<file path="src/rtl/leitura_operandos_if.sv">
`default_nettype none
// ============================================================================
// Module      : leitura_operandos_if
// Description : Bundle of the operand-read stage signals: upstream instruction
//               fields with valid/ready, flush, writeback port, and the
//               registered operand/control outputs toward the ALU.
//               master : drives instruction fields, writeback and out_ready
//               slave  : the operand-read stage itself
// Revision    : 1.0 - initial release
// ============================================================================
interface leitura_operandos_if #(
    parameter int BITS = 64
);
    // Upstream instruction fields
    logic            in_valid;
    logic            in_ready;
    logic [4:0]      rs1;
    logic [4:0]      rs2;
    logic [4:0]      rd;
    logic [BITS-1:0] imm;
    logic            imediato_in;
    logic            subtraindo_in;
    logic            soma_ou_subtrai_in;
    logic            flush;
    // Writeback port
    logic            we;
    logic [4:0]      waddr;
    logic [BITS-1:0] wdata;
    // Registered outputs toward the ALU
    logic            out_valid;
    logic            out_ready;
    logic [BITS-1:0] dina;
    logic [BITS-1:0] dinb;
    logic [BITS-1:0] constante;
    logic            imediato;
    logic            subtraindo;
    logic            soma_ou_subtrai;
    logic [4:0]      rd_out;

    modport master (
        output in_valid, rs1, rs2, rd, imm, imediato_in, subtraindo_in,
               soma_ou_subtrai_in, flush, we, waddr, wdata, out_ready,
        input  in_ready, out_valid, dina, dinb, constante, imediato,
               subtraindo, soma_ou_subtrai, rd_out
    );

    modport slave (
        input  in_valid, rs1, rs2, rd, imm, imediato_in, subtraindo_in,
               soma_ou_subtrai_in, flush, we, waddr, wdata, out_ready,
        output in_ready, out_valid, dina, dinb, constante, imediato,
               subtraindo, soma_ou_subtrai, rd_out
    );
endinterface
`default_nettype wire

</file>
<file path="src/rtl/leitura_operandos.sv">
`default_nettype none
// ============================================================================
// Module      : leitura_operandos
// Description : Operand-read stage ahead of the ALU. Holds the 32 x BITS
//               integer register file (x0 hard-wired to zero), reads rs1/rs2
//               with same-cycle writeback bypass, and captures operands and
//               ALU control bits in a one-entry valid/ready pipeline register.
// Ports       : clk   - rising-edge clock
//               reset - asynchronous active-high, clears regfile and pipeline
//               bus   - leitura_operandos_if.slave (handshake, writeback, ALU
//                       operands)
// Revision    : 1.0 - initial release
// ============================================================================
module leitura_operandos #(
    parameter int BITS = 64
) (
    input  wire logic         clk,
    input  wire logic         reset,
    leitura_operandos_if.slave bus
);

    // ------------------------------------------------------------------------
    // Register file
    // ------------------------------------------------------------------------
    logic [BITS-1:0] regs_q [32];

    // Writeback ignores the handshake entirely: it commits during stall and
    // flush cycles alike.
    always_ff @(posedge clk or posedge reset) begin
        if (reset) begin
            for (int i = 0; i < 32; i++) begin
                regs_q[i] <= '0;
            end
        end else if (bus.we && (bus.waddr != 5'd0)) begin
            regs_q[bus.waddr] <= bus.wdata;
        end
    end

    // Read with bypass so an instruction reading the register being written
    // this same cycle sees the new value rather than the stale entry.
    function automatic logic [BITS-1:0] read_reg(input logic [4:0] idx);
        if (idx == 5'd0) begin
            return '0;
        end else if (bus.we && (bus.waddr == idx)) begin
            return bus.wdata;
        end else begin
            return regs_q[idx];
        end
    endfunction

    logic [BITS-1:0] rs1_val_w;
    logic [BITS-1:0] rs2_val_w;

    always_comb begin
        rs1_val_w = read_reg(bus.rs1);
        rs2_val_w = read_reg(bus.rs2);
    end

    // ------------------------------------------------------------------------
    // Pipeline register with valid/ready handshake
    // ------------------------------------------------------------------------
    logic            out_valid_q, out_valid_d;
    logic [BITS-1:0] dina_q, dinb_q, constante_q;
    logic            imediato_q, subtraindo_q, soma_ou_subtrai_q;
    logic [4:0]      rd_out_q;

    logic            in_ready_w;
    logic            load_w;

    // Flush blocks acceptance so a flushed cycle can never capture.
    assign in_ready_w = !bus.flush && (!out_valid_q || bus.out_ready);
    assign load_w     = bus.in_valid && in_ready_w;

    // Flush has priority; a load in the same cycle as a consume keeps the
    // register full.
    always_comb begin
        out_valid_d = out_valid_q;
        if (bus.flush) begin
            out_valid_d = 1'b0;
        end else if (load_w) begin
            out_valid_d = 1'b1;
        end else if (out_valid_q && bus.out_ready) begin
            out_valid_d = 1'b0;
        end
    end

    always_ff @(posedge clk or posedge reset) begin
        if (reset) begin
            out_valid_q <= 1'b0;
        end else begin
            out_valid_q <= out_valid_d;
        end
    end

    // Payload only changes on load; consume, stall and flush leave the last
    // captured values on the outputs.
    always_ff @(posedge clk or posedge reset) begin
        if (reset) begin
            dina_q            <= '0;
            dinb_q            <= '0;
            constante_q       <= '0;
            imediato_q        <= 1'b0;
            subtraindo_q      <= 1'b0;
            soma_ou_subtrai_q <= 1'b0;
            rd_out_q          <= 5'd0;
        end else if (load_w) begin
            dina_q            <= rs1_val_w;
            dinb_q            <= rs2_val_w;
            constante_q       <= bus.imm;
            imediato_q        <= bus.imediato_in;
            subtraindo_q      <= bus.subtraindo_in;
            soma_ou_subtrai_q <= bus.soma_ou_subtrai_in;
            rd_out_q          <= bus.rd;
        end
    end

    assign bus.in_ready        = in_ready_w;
    assign bus.out_valid       = out_valid_q;
    assign bus.dina            = dina_q;
    assign bus.dinb            = dinb_q;
    assign bus.constante       = constante_q;
    assign bus.imediato        = imediato_q;
    assign bus.subtraindo      = subtraindo_q;
    assign bus.soma_ou_subtrai = soma_ou_subtrai_q;
    assign bus.rd_out          = rd_out_q;

endmodule
`default_nettype wire

</file>
<file path="src/flat_wrapper.sv">
// flat-port wrapper written by rule: the top's interface ports become plain ports
module leitura_operandos_flat 
#(
    parameter int BITS = 64
)
  (clk, reset, bus_in_valid, bus_rs1, bus_rs2, bus_rd, bus_imm, bus_imediato_in, bus_subtraindo_in, bus_soma_ou_subtrai_in, bus_flush, bus_we, bus_waddr, bus_wdata, bus_out_ready, bus_in_ready, bus_out_valid, bus_dina, bus_dinb, bus_constante, bus_imediato, bus_subtraindo, bus_soma_ou_subtrai, bus_rd_out);
  leitura_operandos_if #(.BITS(BITS)) bus_i ();
  input  wire logic clk;
  input  wire logic reset;
  input wire logic [$bits(bus_i.in_valid)-1:0] bus_in_valid;
  input wire logic [$bits(bus_i.rs1)-1:0] bus_rs1;
  input wire logic [$bits(bus_i.rs2)-1:0] bus_rs2;
  input wire logic [$bits(bus_i.rd)-1:0] bus_rd;
  input wire logic [$bits(bus_i.imm)-1:0] bus_imm;
  input wire logic [$bits(bus_i.imediato_in)-1:0] bus_imediato_in;
  input wire logic [$bits(bus_i.subtraindo_in)-1:0] bus_subtraindo_in;
  input wire logic [$bits(bus_i.soma_ou_subtrai_in)-1:0] bus_soma_ou_subtrai_in;
  input wire logic [$bits(bus_i.flush)-1:0] bus_flush;
  input wire logic [$bits(bus_i.we)-1:0] bus_we;
  input wire logic [$bits(bus_i.waddr)-1:0] bus_waddr;
  input wire logic [$bits(bus_i.wdata)-1:0] bus_wdata;
  input wire logic [$bits(bus_i.out_ready)-1:0] bus_out_ready;
  output wire logic [$bits(bus_i.in_ready)-1:0] bus_in_ready;
  output wire logic [$bits(bus_i.out_valid)-1:0] bus_out_valid;
  output wire logic [$bits(bus_i.dina)-1:0] bus_dina;
  output wire logic [$bits(bus_i.dinb)-1:0] bus_dinb;
  output wire logic [$bits(bus_i.constante)-1:0] bus_constante;
  output wire logic [$bits(bus_i.imediato)-1:0] bus_imediato;
  output wire logic [$bits(bus_i.subtraindo)-1:0] bus_subtraindo;
  output wire logic [$bits(bus_i.soma_ou_subtrai)-1:0] bus_soma_ou_subtrai;
  output wire logic [$bits(bus_i.rd_out)-1:0] bus_rd_out;
  assign bus_i.in_valid = bus_in_valid;
  assign bus_i.rs1 = bus_rs1;
  assign bus_i.rs2 = bus_rs2;
  assign bus_i.rd = bus_rd;
  assign bus_i.imm = bus_imm;
  assign bus_i.imediato_in = bus_imediato_in;
  assign bus_i.subtraindo_in = bus_subtraindo_in;
  assign bus_i.soma_ou_subtrai_in = bus_soma_ou_subtrai_in;
  assign bus_i.flush = bus_flush;
  assign bus_i.we = bus_we;
  assign bus_i.waddr = bus_waddr;
  assign bus_i.wdata = bus_wdata;
  assign bus_i.out_ready = bus_out_ready;
  assign bus_in_ready = bus_i.in_ready;
  assign bus_out_valid = bus_i.out_valid;
  assign bus_dina = bus_i.dina;
  assign bus_dinb = bus_i.dinb;
  assign bus_constante = bus_i.constante;
  assign bus_imediato = bus_i.imediato;
  assign bus_subtraindo = bus_i.subtraindo;
  assign bus_soma_ou_subtrai = bus_i.soma_ou_subtrai;
  assign bus_rd_out = bus_i.rd_out;
  leitura_operandos #(.BITS(BITS)) u_core (.clk(clk), .reset(reset), .bus(bus_i));
endmodule
</file>
<file path="config.mk">
export PLATFORM = sky130hd
export DESIGN_NAME = leitura_operandos_flat
export DESIGN_NICKNAME = d
export VERILOG_FILES = /design/src/rtl/leitura_operandos_if.sv /design/src/rtl/leitura_operandos.sv /design/src/flat_wrapper.sv
export SDC_FILE = /design/constraint.sdc
export NUM_CORES = 2
export LEC_CHECK = 0
export ABC_CLOCK_PERIOD_IN_PS = 85300
export BUFFER_PORTS_ARGS = -buffer_cell sky130_fd_sc_hd__buf_2
export CAP_MARGIN = 5
export CORE_UTILIZATION = 45
export DETAILED_ROUTE_END_ITERATION = 8
export GPL_TIMING_DRIVEN = 0
export SYNTH_ARGS = -nofsm -noshare
export SYNTH_HDL_FRONTEND = slang
export SYNTH_SLANG_ARGS = --single-unit
</file>
<file path="constraint.sdc">
create_clock -name clk -period 85.3 [get_ports clk]
set_input_delay 4.265 -clock clk [delete_from_list [all_inputs] [get_ports clk]]
set_output_delay 4.265 -clock clk [all_outputs]
set_load 0.01 [all_outputs]
</file>
; ---- Yosys cells after proc, flatten, opt, wreduce, memory -nomap -nowiden
; Index checks and enable logic that the tools add are counted.
; Widths: inputs -> output; s select.
[totals]
ff_bits = 2249
inputBits = 157
out_inout_bits = 202
wordCells = 79
[classes]
order_cmp = 4
n_eq_ne = 2
mux = 16
bitwise = 3
reduce_logical = 14
[ops]
columns = operator, n
row1 = $bwmux 2048, 1
row2 = $bmux 64 s5, 2
row3 = $mux 64, 9
row4 = $demux 64 s5, 1
row5 = $ge 6x6->1 const B, 3
row6 = $not 5->6, 3
row7 = $eq 5x5->1, 2
row8 = $logic_not 5->1, 2
row9 = $logic_and 1x1->1, 7
row10 = $lt 6x1->1 const B, 1
row11 = $reduce_bool 5->1, 1
row12 = $mux 1, 3
row13 = $reduce_bool 3->1, 1
row14 = $logic_not 1->1, 2
row15 = $logic_or 1x1->1, 1

; ---- Longest topological paths before layout
[depth]
depth_word = 6
depth_mapped = 10

; ---- Least setup slack after synthesis
; Ideal clock, no wire load.
[synth_path]
path_kind = input-to-output
start = input port bus_out_ready
end = output port bus_in_ready
t_arrival_ns = 4.467
path_slack_ns = 76.568
path_stages = 2
path_buffers = 0
cell_sequence = nor2b_1 nor2_1
[synth_between]
elab_chain_len = 2
[synth_rtl]
columns = element, line_no
row1 = start: declaration, flat_wrapper.sv:22  ; input wire logic [$bits(bus_i.out_ready)-1:0] bus_out_ready;
row2 = $logic_or 1x1->1, leitura_operandos.sv:71  ; assign in_ready_w = !bus.flush && (!out_valid_q || bus.out_ready);
row3 = $logic_and 1x1->1, leitura_operandos.sv:71
row4 = end: declaration, flat_wrapper.sv:23  ; output wire logic [$bits(bus_i.in_ready)-1:0] bus_in_ready;
; Every way passes these cells.

; ---- Final worst setup path
; Same ends and word-level chain as after synthesis.

==> flow_metrics.tcl <==
set metrics [dict create \
    status "finished, final reports clean" \
    setup-tns-final_ns 0 \
    area.growth.synth_to_final_pct 13.9 \
    tightest_slew_ns 1.44 \
    clockBufferDepth 3 \
    cts_tree "done" \
    critical_path_class "input pin to primary output" \
    gp_congestion 0.915 \
    dr.pass1.iters 8 \
    reg2reg_from "u_core.bus.out_valid" \
    fin_util_pct 51.8 \
    syn_nets 7499 \
    cts_root_buffer "clkbuf_16" \
    hold_class "flip-flop to flip-flop" \
    powerDensity_mw_per_mm2 24.2 \
    setup_viol 0 \
    synth-seq-area-share_pct 49.1 \
    yosysUniqueCellTypes 50 \
    fin_cells 11600 \
    leakage_nw 56.8 \
    grt_use_total_pct 32.2 \
    ant_nets 0 \
    maxCapViolCount 0 \
    end_kind "primary output" \
    ir_drop_mv 0.0259 \
    dpl.hpwl_mm 305 \
    synth_area_per_cell_um2 15.6 \
    power.share.combinational_pct 20.5 \
    drive_gt1_share_pct 49.7 \
    crit_start "bus_out_ready" \
    numPlacedInstances 11100 \
    portBuffers 347 \
    period_share_pct 10.5 \
    layout_commonest_cell "dfrtp_1" \
    cts-buffers-inserted 241 \
    grt-ovfl-total 0 \
    cts.clk_slew.worst_paths_ns 0.06 \
    finClkSkew_ns 0.0509 \
    wl_per_cell_um 35.5 \
    cp-start-kind "input pin" \
    crit_top_cell "buf_2" \
    synthArstFlopShare_pct 100 \
    ys.flop_type "dfrtp_1" \
    yosys.area.top_type "dfrtp_1" \
    grt_setup_unrepaired "false" \
    grt_pass1_vias 78000 \
    yosys_warnings 0 \
    ctsResizeCount 0 \
    die_w_um 507 \
    die_height_um 507 \
    netSwitchingFraction_pct 28.1 \
    ys_seq_elements 2249 \
    final_cell_mix "dfrtp_1 (2249), mux2_2 (1989), mux4_2 (1026)" \
    seqPwrFrac_pct 44.7 \
    path_cells "buf_2 > nor2b_1 > nor2_1 > buf_2" \
    max_stage_delay_ns 0.15 \
    dieArea_mm2 0.257 \
    timing.rr.end "u_core.bus.dina[21]" \
    grt_max_degree 131 \
    cts_hold_buf 0 \
    final.min_clock_period_ns 8.98 \
    syn-cell-area_mm2 0.115 \
    p_sw_mw 0.892 \
    worst_ep_required_time_ns 81.03 \
    crit_arrival_ns 4.71 \
    drc 0 \
    fmax_mhz 111 \
    synth_cells 7342 \
    num-fill-cells 21000 \
    postCtsSetupRepairBufs 0 \
    start_util_pct 45.5 \
    antenna_found_initial 49 \
    hp-start "u_core.bus.constante[48]" \
    cts.htree.levels 4 \
    synthTopCellsByArea "dfrtp_1 (49%), mux4_2 (20%), mux2_2 (20%)" \
    reg2regPathDepth 9 \
    core-area_mm2 0.252 \
    slowest_stage "nor2b_1" \
    insertion_delay_ns 0.93 \
    via_per_inst 6.55 \
    hold_violations 0 \
    grt_pass1_wl_mm 586 \
    worstPathMaxFanout 2 \
    final_max_slew_viol_count 0 \
    r2r_slack_ns 81.11 \
    clkPwrFrac_pct 34.8 \
    cts.sinks 2249 \
    p_int_mw 2.28 \
    fin_nets 8148 \
    boundaryPins 359 \
    worstSetupEndpoint "bus_in_ready" \
    synth.top_cell.area_share_pct 49.1 \
    via_count 75900 \
    finalPower_mw 3.17 \
    synth_edf_count 0 \
    wl_mm 411 \
    slew_headroom_pct 3.44 \
    fp-row-count 184 \
    drt_iter0_drc 7725 \
]
-- final cells by class --
type | count | area [µm²] | share of cell area, %
clock inverters | 73 | 1060 | 0.815
diodes | 51 | 128 | 0.0976
repair buffers | 406 | 3210 | 2.46
inverters | 3 | 18.8 | 0.0144
clock buffers | 371 | 7230 | 5.53
plain buffers | 864 | 3580 | 2.74
flip-flops and latches | 2249 | 56300 | 43.1
well taps | 3348 | 4190 | 3.20
multi-input cells | 4226 | 55000 | 42.1
-- state kept, by name, summed over array words and instances (netlist names) --
signal                      cells
u_core.regs_q                2048
u_core.bus.constante           64
u_core.bus.dina                64
u_core.bus.dinb                64
u_core.bus.rd_out               5
u_core.bus.imediato             1
u_core.bus.out_valid            1
u_core.bus.soma_ou_subtrai      1
u_core.bus.subtraindo           1
-- critical path: cells and delay by family --
kind	cells	cell delay, ns
simple gates	2	0.20
buf+inv	2	0.25
-- per-layer routing --
layer / GRT usage [%] / part of all wire (%) / routed length, µm
met1: 43.8 / 41 / 167000
met2: 47.8 / 45 / 185000
met3: 7.79 / 8.8 / 36400
met4: 16.9 / 5.4 / 22300
met5: 0 / 0.021 / 88
-- cell usage after synthesis (all sizes together), types with 2 or more instances --
library cell  count
dfrtp          2249
mux2           1989
mux4           1026
clkbuf          593
buf             271
mux2i           252
nand2           236
a221o           126
nor4            123
a22o            122
o22a            122
o221ai          121
nor2             23
nand3b           10
nor2b             6
nor3              6
xnor2             6
and2              5
and3              4
nand2b            4
nor3b             4
or3b              4
xor2              4
a2111oi           3
a211oi            3
inv               3
nand3             3
o21ai             3
o22ai             3
a31oi             2
a32oi             2
and3b             2
nand4             2
-- per-stage QoR --
stage	hold slack [ns]	cell area, µm²	worst slack (ns)
final	0.471	131000	76.32
after global routing	0.491	131000	76.30
after CTS	0.472	131000	76.31
after detailed placement	0.458	122000	76.32
after global placement	0.452	121000	-6.41
after floorplan	0.441	115000	17.49
-- cells by family (layout without fill, tap and decap cells) --
logic type | after synthesis | in the layout | share of synthesized area [%]
flip-flops | 2249 | 2249 | 49.1
buffers and inverters | 867 | 1717 | 3.12
other | 0 | 51 | 0
multiplexers | 3267 | 3267 | 41.9
AND/OR/NAND/NOR | 434 | 434 | 1.85
XOR/XNOR | 10 | 10 | 0.0763
AO/OA/AOI/OAI | 515 | 515 | 4.04
-- worst min path at each step --
stage | end | slack, ns | depth (start not counted)
2_1_floorplan | u_core.regs_q[1984] | 0.44 | 1
3_3_place_gp | u_core.regs_q[2033] | 0.45 | 1
3_5_place_dp | u_core.bus.constante[48] | 0.46 | 2
4_1_cts | u_core.bus.constante[48] | 0.47 | 2
5_1_grt | u_core.bus.constante[46] | 0.49 | 2
6_report | u_core.bus.constante[48] | 0.47 | 2
-- power by group through the flow --
stage	sequential (mW)	clock (mW)	combinational (mW)
final	1.42	1.10	0.650
after global routing	1.44	1.16	0.685
after CTS	1.41	1.12	0.646
after detailed placement	1.43	0	0.644
after global placement	1.42	0	0.623
after floorplan	1.40	0	0.462
(Power assumes the default switching activity.)
